[config.mk]
export PLATFORM = sky130hd
export DESIGN_NAME = ddr_frame_rd
export DESIGN_NICKNAME = d
export VERILOG_FILES = /design/src/rtl/ddr_frame_rd_pkg.sv /design/src/rtl/ddr_frame_rd_fsm.sv /design/src/rtl/ddr_frame_rd.sv
export SDC_FILE = /design/constraint.sdc
export NUM_CORES = 1
export LEC_CHECK = 0
export CAP_MARGIN = 10
export CORE_AREA = 2 2 247 249
export DETAILED_ROUTE_END_ITERATION = 8
export DIE_AREA = 0 0 249 251
export PLACE_DENSITY = 0.54
export SLEW_MARGIN = 20
export SYNTH_ARGS = -nofsm -noshare
export SYNTH_HDL_FRONTEND = slang
export SYNTH_SLANG_ARGS = --single-unit
[constraint.sdc]
create_clock -name ddr_clk -period 4.59 [get_ports ddr_clk]
set_clock_uncertainty 0.05 [all_clocks]
set_input_delay 0.6885 -clock ddr_clk [delete_from_list [all_inputs] [get_ports ddr_clk]]
set_output_delay 0.6885 -clock ddr_clk [all_outputs]
set_load 0.005 [all_outputs]
[src/rtl/ddr_frame_rd_pkg.sv]
// Shared constants and control-state encoding
// for the DDR-side frame reader.
package p_ddr;
  localparam int P_ADDR_W         = 28;
  localparam int P_DATA_W         = 256;
  localparam int P_BYTES_PER_BEAT = 32;
  localparam int P_FRAME_W        = 20;
  localparam int P_FRAME_MAX      = (1 << P_FRAME_W) - 1;

  typedef enum logic [1:0] {
    S_IDLE,
    S_CHECK,
    S_REQ,
    S_DATA
  } state_e;
endpackage

[src/rtl/ddr_frame_rd_fsm.sv]
// Burst request control: remaining-beat, address,
// beat and outstanding-credit tracking.
module frame_rd_fsm
  import p_ddr::*;
#(
  parameter int ADDR_W         = P_ADDR_W,
  parameter int BURST_MAX      = 4,
  parameter int BYTES_PER_BEAT = P_BYTES_PER_BEAT,
  parameter int FRAME_W        = P_FRAME_W,
  parameter int FIFO_CNT_W     = 6
) (
  input  logic                  clk_i,
  input  logic                  rstn_i,
  input  logic                  init_done_i,
  input  logic                  enable_i,
  input  logic [FRAME_W-1:0]    frame_beats_i,
  input  logic [ADDR_W-1:0]     base_i,
  input  logic [FIFO_CNT_W-1:0] fifo_free_i,
  input  logic                  rd_ack_i,
  input  logic                  rdata_valid_i,
  input  logic                  wr_i,
  output logic                  rd_req_o,
  output logic [ADDR_W-1:0]     adr_o,
  output logic [3:0]            arlen_o,
  output logic                  frame_start_o,
  output logic                  frame_done_o,
  output logic                  beat_o,
  output logic                  bnd_o
);
  localparam int BL_W  = 5;
  localparam int OUT_W = 6;

  state_e             state_q;
  logic [FRAME_W-1:0] rem_q, rem_d;
  logic [ADDR_W-1:0]  addr_q, addr_d;
  logic [BL_W-1:0]    blen_c, blen_q, beat_q;
  logic [OUT_W-1:0]   out_q, out_d;
  logic [3:0]         arlen_q;
  logic               rd_req_q, start_q, done_q;
  logic               first_q, fits_c, last_c;

  always_comb begin
    blen_c = (rem_q > FRAME_W'(BURST_MAX))
           ? BL_W'(BURST_MAX) : BL_W'(rem_q);
    // credits: beats requested but not yet
    // reflected in the FIFO free count
    fits_c = int'(fifo_free_i) >=
             int'(blen_c) + int'(out_q);
    beat_o = rdata_valid_i && (state_q == S_DATA);
    last_c = beat_o &&
             (beat_q + BL_W'(1) == blen_q);
    rem_d  = rem_q - FRAME_W'(blen_q);
    addr_d = addr_q + ADDR_W'(blen_q) *
             ADDR_W'(BYTES_PER_BEAT);
    bnd_o  = last_c && (rem_d == '0);
    out_d  = out_q;
    if (state_q == S_REQ && rd_ack_i)
      out_d = out_d + OUT_W'(blen_q);
    if (wr_i)
      out_d = out_d - OUT_W'(1);
  end

  always_ff @(posedge clk_i) begin
    if (!rstn_i) begin
      state_q  <= S_IDLE;
      rem_q    <= '0;
      addr_q   <= '0;
      blen_q   <= '0;
      beat_q   <= '0;
      out_q    <= '0;
      arlen_q  <= '0;
      rd_req_q <= 1'b0;
      start_q  <= 1'b0;
      done_q   <= 1'b0;
      first_q  <= 1'b0;
    end else begin
      start_q <= 1'b0;
      done_q  <= 1'b0;
      out_q   <= out_d;
      unique case (state_q)
        S_IDLE: begin
          if (init_done_i && enable_i) begin
            // a zero count would never terminate
            rem_q   <= (frame_beats_i == '0)
                     ? FRAME_W'(1) : frame_beats_i;
            addr_q  <= base_i;
            first_q <= 1'b1;
            state_q <= S_CHECK;
          end
        end
        S_CHECK: begin
          if (!init_done_i) begin
            state_q <= S_IDLE;
          end else if (fits_c) begin
            blen_q   <= blen_c;
            arlen_q  <= 4'(blen_c - BL_W'(1));
            rd_req_q <= 1'b1;
            start_q  <= first_q;
            first_q  <= 1'b0;
            state_q  <= S_REQ;
          end
        end
        S_REQ: begin
          if (rd_ack_i) begin
            rd_req_q <= 1'b0;
            beat_q   <= '0;
            state_q  <= S_DATA;
          end
        end
        S_DATA: begin
          if (last_c) begin
            beat_q  <= '0;
            rem_q   <= rem_d;
            addr_q  <= addr_d;
            done_q  <= bnd_o;
            state_q <= (bnd_o || !init_done_i)
                     ? S_IDLE : S_CHECK;
          end else if (beat_o) begin
            beat_q <= beat_q + BL_W'(1);
          end
        end
        default: state_q <= S_IDLE;
      endcase
    end
  end

  assign rd_req_o      = rd_req_q;
  assign adr_o         = addr_q;
  assign arlen_o       = arlen_q;
  assign frame_start_o = start_q;
  assign frame_done_o  = done_q;
endmodule

[src/rtl/ddr_frame_rd.sv]
// DDR frame reader top: beat register, buffer
// swap bookkeeping and FIFO overflow flag.
module ddr_frame_rd
  import p_ddr::*;
#(
  parameter int ADDR_W         = P_ADDR_W,
  parameter int DATA_W         = P_DATA_W,
  parameter int PIX_W          = 240,
  parameter int BURST_MAX      = 4,
  parameter int BYTES_PER_BEAT = P_BYTES_PER_BEAT,
  parameter int NUM_FB         = 2,
  parameter int FB_W           = 2,
  parameter int FRAME_W        = P_FRAME_W,
  parameter int FIFO_CNT_W     = 6
) (
  input  logic                     ddr_clk,
  input  logic                     rstn,
  input  logic                     init_done,
  input  logic                     enable,
  input  logic [NUM_FB*ADDR_W-1:0] fb_base,
  input  logic [FRAME_W-1:0]       frame_beats,
  input  logic                     swap_req,
  input  logic [FB_W-1:0]          swap_idx,
  output logic                     rd_req,
  output logic [ADDR_W-1:0]        ddr_rd_adr,
  output logic [3:0]               arlen,
  input  logic                     rd_ack,
  input  logic [DATA_W-1:0]        ddr_rdata,
  input  logic                     rdata_valid,
  input  logic [FIFO_CNT_W-1:0]    fifo_free,
  output logic                     fifo_wr_en,
  output logic [PIX_W-1:0]         fifo_wdata,
  output logic [FB_W-1:0]          cur_fb,
  output logic                     frame_start,
  output logic                     frame_done,
  output logic                     ovf_err
);
  logic              beat, bnd, swap_ok;
  logic              wr_q, pend_v_q, ovf_q;
  logic [PIX_W-1:0]  wdata_q;
  logic [FB_W-1:0]   cur_fb_q, pend_q;
  logic [ADDR_W-1:0] base;
  logic              unused_rdata;

  assign unused_rdata = ^ddr_rdata[DATA_W-1:PIX_W];

  always_comb begin
    base = '0;
    for (int i = 0; i < NUM_FB; i++)
      if (cur_fb_q == FB_W'(i))
        base = fb_base[i*ADDR_W +: ADDR_W];
    swap_ok = swap_req &&
              (int'(swap_idx) < NUM_FB);
  end

  frame_rd_fsm #(
    .ADDR_W         (ADDR_W),
    .BURST_MAX      (BURST_MAX),
    .BYTES_PER_BEAT (BYTES_PER_BEAT),
    .FRAME_W        (FRAME_W),
    .FIFO_CNT_W     (FIFO_CNT_W)
  ) u_fsm (
    .clk_i         (ddr_clk),
    .rstn_i        (rstn),
    .init_done_i   (init_done),
    .enable_i      (enable),
    .frame_beats_i (frame_beats),
    .base_i        (base),
    .fifo_free_i   (fifo_free),
    .rd_ack_i      (rd_ack),
    .rdata_valid_i (rdata_valid),
    .wr_i          (wr_q),
    .rd_req_o      (rd_req),
    .adr_o         (ddr_rd_adr),
    .arlen_o       (arlen),
    .frame_start_o (frame_start),
    .frame_done_o  (frame_done),
    .beat_o        (beat),
    .bnd_o         (bnd)
  );

  always_ff @(posedge ddr_clk) begin
    if (!rstn) begin
      wr_q     <= 1'b0;
      wdata_q  <= '0;
      cur_fb_q <= '0;
      pend_q   <= '0;
      pend_v_q <= 1'b0;
      ovf_q    <= 1'b0;
    end else begin
      wr_q <= beat;
      if (beat)
        wdata_q <= ddr_rdata[PIX_W-1:0];
      if (beat && fifo_free == '0)
        ovf_q <= 1'b1;
      // a request landing on the boundary wins
      if (bnd) begin
        if (swap_ok)
          cur_fb_q <= swap_idx;
        else if (pend_v_q)
          cur_fb_q <= pend_q;
        pend_v_q <= 1'b0;
      end else if (swap_ok) begin
        pend_q   <= swap_idx;
        pend_v_q <= 1'b1;
      end
    end
  end

  assign fifo_wr_en = wr_q;
  assign fifo_wdata = wdata_q;
  assign cur_fb     = cur_fb_q;
  assign ovf_err    = ovf_q;
endmodule

* Word-level counts from Yosys, hierarchy flattened *
Index checks and enable logic that the tools add are counted.

cells by class
  $add $sub $neg = 7
  $lt $le $gt $ge = 3
  equal/unequal tests = 12
  muxes and demuxes = 33
  bitwise gates (word level) = 2
  reduce and logical (&&, ||, !) cells = 30

operators with widths
  operator                                                                           count
  28-bit 2-to-1 mux                                                                  4
  20-bit 2-to-1 mux                                                                  3
  28-bit one-hot mux with 2 select lines                                             1
  20-bit logical NOT                                                                 2
  20-bit one-hot mux with 2 select lines                                             1
  7-bit by 32-bit greater-or-equal comparator with 1-bit output                      1
  28-bit by 10-bit adder with 28-bit output                                          1
  20-bit by 3-bit greater-than comparator with 1-bit output (second input constant)  1
  5-bit 2-to-1 mux                                                                   4
  20-bit by 5-bit subtractor with 20-bit output                                      1
  4-bit AND reduction                                                                4
  2-bit 2-to-1 mux                                                                   7
  6-bit 2-to-1 mux                                                                   2
  3-bit AND reduction                                                                4
  5-bit one-hot mux with 2 select lines                                              1
  2-bit nonzero test                                                                 5
  2-bit one-hot mux with 4 select lines                                              1
  5-bit by 6-bit adder with 7-bit output                                             1
  1-bit logical AND                                                                  7
  1-bit 2-to-1 mux                                                                   7
  6-bit by 5-bit adder with 6-bit output                                             1
  6-bit logical NOT                                                                  1
  2-bit by 1-bit inequality test with 1-bit output (second input constant)           3
  3-bit by 2-bit inequality test with 1-bit output (second input constant)           2
  15 further kinds                                                                   22

word-level totals
  flip-flop bits (word level) = 321
  input bits = 347
  output and inout bits = 279
  logic and storage cells = 104

* Logic depth before layout (Yosys ltp) *
Gate-level depths: netlist (run 1).

  depth after elaboration = 8
  gate-level depth with buffers = 19
  depth with buffers taken out = 17

* By module *
Synthesis (run 1) repeated with hierarchy kept, for this count alone.

second synthesis, totals
  cells, all modules = 1488
  area total of the unflattened synthesis = 14665.3 µm²

by module, submodules not included
  module        instances  cells each  area an instance (µm²)  seq. area each (µm²)
  ddr_frame_rd  1          867         9834.4                  4944.7
  frame_rd_fsm  1          621         4830.9                  1481.4

* Least setup slack after synthesis (run 1) *
OpenSTA, ideal clock, no wires.

  path kind = reg2reg
  start point = register u_fsm.rem_q[12]
  end point = register u_fsm.arlen_q[1] (netlist: u_fsm.arlen_o[1])
  setup time = 0.134 ns
  data arrival time = 3.895 ns
  required time = 4.406 ns
  path slack = 0.511 ns
  stages on the path, launching flop included = 19
  path buffers = 1
  period minus slack after synthesis = 4.079 ns
  path through = dfxtp_1 -> or3_1 -> or4_1 -> nor3_1 -> nand2_1 -> inv_1 -> ha_1 -> a21o_1 -> a21oi_1 -> o21bai_1 -> a21oi_1 -> xor2_1 -> ha_1 -> nor2_1 -> o21a_1 -> or3_1 -> clkbuf_1 -> nor2_1 -> a211oi_1

between the ends
  longest elaborated chain between the ends = 5
  elaborated cells between the ends (all ways) = 6
  classes of those cells = add/sub (2); order compare (2); mux (1); reduce/logical (1)

RTL lines
  item                                                           line                     RTL
  start: declaration                                             ddr_frame_rd_fsm.sv:34   logic [FRAME_W-1:0] rem_q, rem_d;
  start signal: assignment                                       ddr_frame_rd_fsm.sv:84   rem_q <= (frame_beats_i == '0)
  start signal: assignment                                       ddr_frame_rd_fsm.sv:113  rem_q <= rem_d;
  20-bit by 3-bit greater-than comparator with 1-bit output *    ddr_frame_rd_fsm.sv:43   blen_c = (rem_q > FRAME_W'(BURST_MAX))
  5-bit 2-to-1 mux *                                             ddr_frame_rd_fsm.sv:44   ? BL_W'(BURST_MAX) : BL_W'(rem_q);
  named net u_fsm.blen_c[1]                                      ddr_frame_rd_fsm.sv:36   logic [BL_W-1:0] blen_c, blen_q, beat_q;
  5-bit by 6-bit adder with 7-bit output                         ddr_frame_rd_fsm.sv:48   int'(blen_c) + int'(out_q);
  7-bit by 32-bit greater-or-equal comparator with 1-bit output  ddr_frame_rd_fsm.sv:47   fits_c = int'(fifo_free_i) >=
  3-bit AND reduction (no source line)                           --
  end signal: assignment                                         ddr_frame_rd_fsm.sv:96   arlen_q <= 4'(blen_c - BL_W'(1));
  end: declaration                                               ddr_frame_rd_fsm.sv:38   logic [3:0] arlen_q;

The timed path passes the listed nets; every way through them passes the cells marked *.
A chain may end at the register's enable or synchronous reset.

* Final worst setup path (run 1) *
  start point = register u_fsm.rem_q[12]
  end point = register u_fsm.first_q

between the ends
  longest elaborated chain between the ends = 6

RTL lines
  item                                                               line                    RTL
  20-bit by 3-bit greater-than comparator with 1-bit output          ddr_frame_rd_fsm.sv:43
  5-bit 2-to-1 mux                                                   ddr_frame_rd_fsm.sv:44
  named net u_fsm.blen_c[1]                                          ddr_frame_rd_fsm.sv:36
  5-bit by 6-bit adder with 7-bit output                             ddr_frame_rd_fsm.sv:48
  7-bit by 32-bit greater-or-equal comparator with 1-bit output      ddr_frame_rd_fsm.sv:47
  2-bit by 1-bit inequality test with 1-bit output (no source line)  --
  4-bit AND reduction (no source line)                               --
  end signal: assignment                                             ddr_frame_rd_fsm.sv:75  first_q <= 1'b0;
  end signal: assignment                                             ddr_frame_rd_fsm.sv:87  first_q <= 1'b1;
  end signal: assignment                                             ddr_frame_rd_fsm.sv:99  first_q <= 1'b0;
  end: declaration                                                   ddr_frame_rd_fsm.sv:40  logic first_q, fits_c, last_c;

The timed path passes the listed nets, and every way through them passes these cells.

==> results of run 1 <==
## cell usage in the layout, fill, tap and decap left out, types with 22 or more instances in the layout
cell,netlist,routed
dfxtp_1,321,320
clkdlybuf4s50_1,0,609
ha_1,29,29
mux2i_1,31,31
inv_1,22,22
o21ai_0,64,64
clkbuf_16,0,40
nand2_1,530,528
nor2_1,74,73
a21oi_1,301,300
nor3_1,28,28
## worst min-delay path: cells and delay by family (launching register included)
family,cells,cell delay [ps]
AND/OR/NAND/NOR,2,80
flip-flops,1,300
## worst paths after layout
check | slack, ps | to
min | 380 | pend_q[1]
max | 410 | u_fsm.first_q
min reg2reg | 380 | pend_q[1]
max reg2reg | 410 | u_fsm.first_q
## state kept, by name (all words and copies together) (netlist names), named ones only
| signal | flops |
|---|---|
| u_fsm.rd_req_o | 1 |
| u_fsm.frame_start_o | 1 |
| cur_fb | 2 |
| u_fsm.adr_o | 28 |
| u_fsm.arlen_o | 4 |
| u_fsm.rem_q | 20 |
| ovf_err | 1 |
| pend_q | 2 |
| u_fsm.beat_q | 5 |
| u_fsm.state_q | 1 |
| pend_v_q | 1 |
| u_fsm.out_q | 6 |
| u_fsm.first_q | 1 |
| fifo_wr_en | 1 |
| u_fsm.frame_done_o | 1 |
| fifo_wdata | 240 |
| u_fsm.blen_q | 5 |
## power groups by stage
| stage | registers (mW) | logic (mW) | clock network (mW) |
|---|---|---|---|
| after floorplan | 2.92 | 0.300 | 0 |
| after global placement | 2.93 | 0.736 | 0 |
| after detailed placement | 2.93 | 0.741 | 0 |
| after CTS | 2.87 | 0.745 | 3.23 |
| after global routing | 2.87 | 0.805 | 3.33 |
| final | 2.87 | 0.745 | 3.11 |
## routing by layer
layer / wire length (um) / share of wire [%] / GRT usage (%) / vias up
met2: 27500 / 50 / 29.8 / 457
met5: 11 / 0.020 / 0 / -
met1: 23000 / 41 / 20.3 / 6824
met3: 3790 / 6.8 / 4.68 / 78
li1: - / - / - / 7101
met4: 1210 / 2.2 / 4.80 / 2
## cells by family after synthesis
kind of cell,count (synthesis)
AND/OR/NAND/NOR,746
AO/OA/AOI/OAI,463
flip-flops,321
buffers and inverters,147
adder cells (fa/ha/maj),33
multiplexers,33
XOR/XNOR,21
other,1
## cells in the mapped netlist, types with 15 or more instances
library cell	instances	area [um2]
and3_1	15	93.8
o21ai_0	64	320
inv_1	22	82.6
nand2_1	530	1990
xnor2_1	15	131
ha_1	29	363
clkbuf_1	118	443
nor2_1	74	278
dfxtp_1	321	6430
a31oi_1	15	93.8
nand3_1	15	75.1
nor3_1	28	140
mux2i_1	31	310
a21oi_1	301	1510
## cell type report
type,instances,area [um2],share of cell area [%]
clock buffer,62,1230,5.63
clock inverter,6,66.3,0.302
inverter,23,93.8,0.428
multi-input combinational,1298,6830,31.1
sequential,321,6430,29.3
tap,782,978,4.46
timing repair buffer,629,6300,28.7
## repair_timing
action                     in CTS  in global routing
resized for setup               0                  4
hold endpoints to repair        0                  0
buffers inserted                0                  0
hold buffers                    0                  0
setup endpoints to repair       0                  7
==> flow_summary.json, run 1 <==
{
  "status": "finished clean",
  "finalNetCount": 2693,
  "ys_seq_area_share_pct": 46.7,
  "hold_class": "flip-flop to flip-flop",
  "synth.ff_latch_count": 321,
  "cpMaxStageDelayCell": "or4_1",
  "async_reset_ff_share_pct": 0,
  "vias_per_cell": 4.63,
  "io_buffers": 609,
  "fillers": 6066,
  "die_w_um": 249,
  "path_buf_inv": 2,
  "slew_violations": 0,
  "row_count": 90,
  "slew_headroom_pct": 30.7,
  "synthCells": 1765,
  "slowest_delay_ps": 490,
  "synth_adder_area_share_pct": 3.22,
  "power.switching_mw": 1.63,
  "power_leakage_nw": 7.49,
  "cts_tree": "done",
  "synth-xor-area-share_pct": 1.34,
  "core_area_um2": 59800,
  "hp-start": "pend_q[1]",
  "synth_top_flop_cell": "dfxtp_1",
  "clk_pin_slew_ps": 50,
  "synth_top_family_by_area": "simple AND/OR/NAND/NOR gates",
  "hold_violations": 0,
  "path_max_fanout": 8,
  "grt_pass1_vias": 14200,
  "worstSetupPathDepth": 18,
  "synth.distinct_cells": 72,
  "synthMuxAreaShare_pct": 2.42,
  "synth_area_um2": 13800,
  "antenna_found_initial": 1,
  "start_kind": "flip-flop",
  "ys_warn_count": 0,
  "fin_ws_ps": 410,
  "fin_tns_setup_ps": 0,
  "rr_worst_depth": 18,
  "gr-total-overflow": 0,
  "firstDrtPassIters": 5,
  "drt_iter0_drc": 755,
  "critPathArrivalTime_ps": 4530,
  "avgSynthCellArea_um2": 7.80,
  "synth-edff-count": 0,
  "critical_path_class": "flip-flop to flip-flop",
  "pwr-share-comb_pct": 11.1,
  "r2r_start": "u_fsm.rem_q[12]",
  "period_minus_slack_ps": 4180,
  "htree_levels": 2,
  "drive_gt1_share_pct": 4.75,
  "cp-end-kind": "flip-flop",
  "start_util_pct": 23.0,
  "rsz0062_at_grt": "false",
  "vias": 14500,
  "hold_depth": 2,
  "worstPathRequired_ps": 4930,
  "wire_per_inst_um": 17.8,
  "post-route-util_pct": 36.7,
  "fmax_mhz": 239,
  "clkPwrFrac_pct": 46.3,
  "drt_drc_violations_left": 0,
  "clock-sinks": 321,
  "pre_cts_ws_ps": 210,
  "synth_compound_area_share_pct": 19.0,
  "dp_cells": 3053,
  "p_int_mw": 5.09,
  "diodes": 0,
  "insertion_delay_ps": 550,
  "fp.dieH_um": 251,
  "powerDensity_nw_per_um2": 307,
  "grt_use_total_pct": 17.0,
  "ir_drop_v": 0.000235,
  "period_share_pct": 91.1,
  "hpwl_mm": 40.5,
  "switching_share_pct": 24.3,
  "numCtsBuffers": 40,
  "die-area_um2": 62500,
  "cp_top_family": "simple AND/OR/NAND/NOR gates",
  "drt_wl_total_mm": 55.6,
  "worst_pin_slew_ps": 1040,
  "syn_to_final_growth_pct": 59.2,
  "io_pins": 626,
  "worst_hold_slack_ps": 375,
  "synthSimpleGateAreaFrac_pct": 23.3,
  "final-setup-viol-count": 0,
  "dpl_cell_area_um2": 20600,
  "power_mw": 6.73,
  "drv_cap": 0,
  "cts-root-buf": "clkbuf_16",
  "cp_cell_sequence": "or3_1 -> or4_1 -> nor3_1 -> buf_4 -> nand2_1 -> inv_1 -> ha_1 -> a21o_1 -> a21oi_2 -> o21bai_1 -> a21oi_1 -> xor2_1 -> ha_1 -> nor2_1 -> o21a_1 -> or3_4 -> o21ai_0 -> a21oi_1",
  "instances_no_fill": 3121,
  "antenna_left": 0,
  "startpoint": "u_fsm.rem_q[12]",
  "gp_congestion": 0.838,
  "grt_max_degree": 189,
  "clockBufferDepth": 3,
  "seqPwrFrac_pct": 42.6,
  "grt_pass1_wl_mm": 84.1,
  "fin_area_um2": 21900
}
(Power assumes the default switching activity.)
==> run 2: changes to the inputs <==
==> constraint.sdc (replaced) <==
create_clock -name ddr_clk -period 4.59 [get_ports ddr_clk]
set_clock_uncertainty 0.05 [all_clocks]
set_input_delay 0.918 -clock ddr_clk [delete_from_list [all_inputs] [get_ports ddr_clk]]
set_output_delay 0.918 -clock ddr_clk [all_outputs]
set_load 0.005 [all_outputs]
==> flow_summary.json, run 2 (synthesis gave the netlist of run 1 again) <==
{
  "gp_congestion": 0.860,
  "clock-sinks": 321,
  "largest_reg_flops": 240,
  "period_share_pct": 91.6,
  "insertion_delay_ps": 550,
  "gr-total-overflow": 0,
  "syn_to_final_growth_pct": 60.1,
  "io_pins": 626,
  "row_count": 90,
  "antenna_found_initial": 4,
  "hp-start": "pend_q[1]",
  "io_buffers": 609,
  "hold_class": "flip-flop to flip-flop",
  "holdBufCountCts": 0,
  "drt_wl_total_mm": 55.2,
  "fin_tns_setup_ps": 0,
  "grt_use_total_pct": 16.9,
  "grt_max_degree": 195,
  "die-area_um2": 62500,
  "drive_gt1_share_pct": 4.98,
  "slew_violations": 0,
  "die_w_um": 249,
  "worst_pin_slew_ps": 977,
  "fp.dieH_um": 251,
  "finalNetCount": 2697,
  "clk_pin_slew_ps": 50,
  "layout_common_cells": "clkdlybuf4s50_1 (609), nand2_1 (528), dfxtp_1 (320)",
  "cp-end-kind": "flip-flop",
  "worstPathRequired_ps": 4920,
  "vias_per_cell": 4.61,
  "post-route-util_pct": 36.9,
  "post_cts_buffers": 0,
  "r2r_setup_slack_ps": 380,
  "r2r-end": "u_fsm.arlen_o[1]",
  "grt_pass1_vias": 14100,
  "final-setup-viol-count": 0,
  "rsz0062_at_grt": "false",
  "vias": 14400,
  "core_area_um2": 59800,
  "hpwl_mm": 40.4,
  "cts-root-buf": "clkbuf_16",
  "drv_cap": 0,
  "critPathArrivalTime_ps": 4540,
  "firstDrtPassIters": 5,
  "powerDensity_nw_per_um2": 314,
  "period_minus_slack_ps": 4210,
  "post_cts_resized": 0,
  "startpoint": "u_fsm.rem_q[12]",
  "critical_path_class": "flip-flop to flip-flop",
  "antenna_left": 0,
  "grt_pass1_wl_mm": 83.2,
  "rr_worst_depth": 18,
  "slew_headroom_pct": 34.9,
  "mostFrequentLayoutCell": "clkdlybuf4s50_1",
  "fmax_mhz": 238,
  "status": "finished clean",
  "r2r_start": "u_fsm.rem_q[12]",
  "ir_drop_v": 0.000241,
  "start_kind": "flip-flop",
  "start_util_pct": 23.0,
  "hold_violations": 0,
  "drt_drc_violations_left": 0,
  "power_leakage_nw": 7.55,
  "path_max_fanout": 8,
  "cts_tree": "done",
  "clockBufferDepth": 3,
  "drt_iter0_drc": 749,
  "hold_end": "pend_q[1]",
  "htree_levels": 2,
  "wire_per_inst_um": 17.6,
  "numCtsBuffers": 41,
  "hold_depth": 2
}
-- run 2: per-layer routing --
layer / wire length, um / up-vias / part of all wire, % / global-route usage [%]
met5: 12 / - / 0.022 / 0
met4: 1550 / 2 / 2.8 / 5.73
met3: 4130 / 85 / 7.5 / 4.84
met2: 27000 / 487 / 49 / 29.3
met1: 22500 / 6718 / 41 / 20.0
li1: - / 7134 / - / -
-- run 2: worst max path at each step --
stage	endpoint	slack [ps]	cells after the start
2_1_floorplan	u_fsm.arlen_o[1]	510	18
3_3_place_gp	u_fsm.arlen_o[1]	260	18
3_5_place_dp	u_fsm.arlen_o[1]	130	18
4_1_cts	u_fsm.arlen_o[1]	120	18
5_1_grt	u_fsm.blen_q[2]	20	19
6_report	u_fsm.arlen_o[1]	380	18
-- run 2: layout make-up --
cell class,count,area (um2)
fill,6068,37800
multi-input combinational,1298,6820
sequential,321,6430
timing repair buffer,632,6320
clock buffer,62,1220
tap,782,978
clock inverter,12,166
inverter,23,93.8
antenna,2,5.00
-- run 2: worst max-delay path: stages, from the launching register on --
cell	delay [ps]
dfxtp_1	360
or3_1	460
or4_1	500
nor3_1	200
buf_4	170
nand2_1	80
inv_1	120
ha_1	240
a21o_1	160
a21oi_1	220
o21bai_1	90
a21oi_1	170
xor2_1	180
ha_1	190
nor2_1	40
o21a_1	120
or3_4	420
nor2_4	160
a211oi_1	100
-- run 2: stage by stage --
stage                     hold WS (ps)  cell area, um2  setup WS, ps  total power, mW  cells
after floorplan                    355           13800           511             3.22   1766
after global placement             366           20600           258             3.66   3056
after detailed placement           380           20600           132             3.67   3056
after CTS                          388           22000           117             7.03   3130
after global routing               408           22000          21.4             7.20   3132
final                              382           22000           384             6.92   3132
-- run 2: where the power goes --
part / internal [mW] / switching (mW)
Sequential: 2.83 / 0.0425
Clock: 2.01 / 1.29
Combinational: 0.423 / 0.320
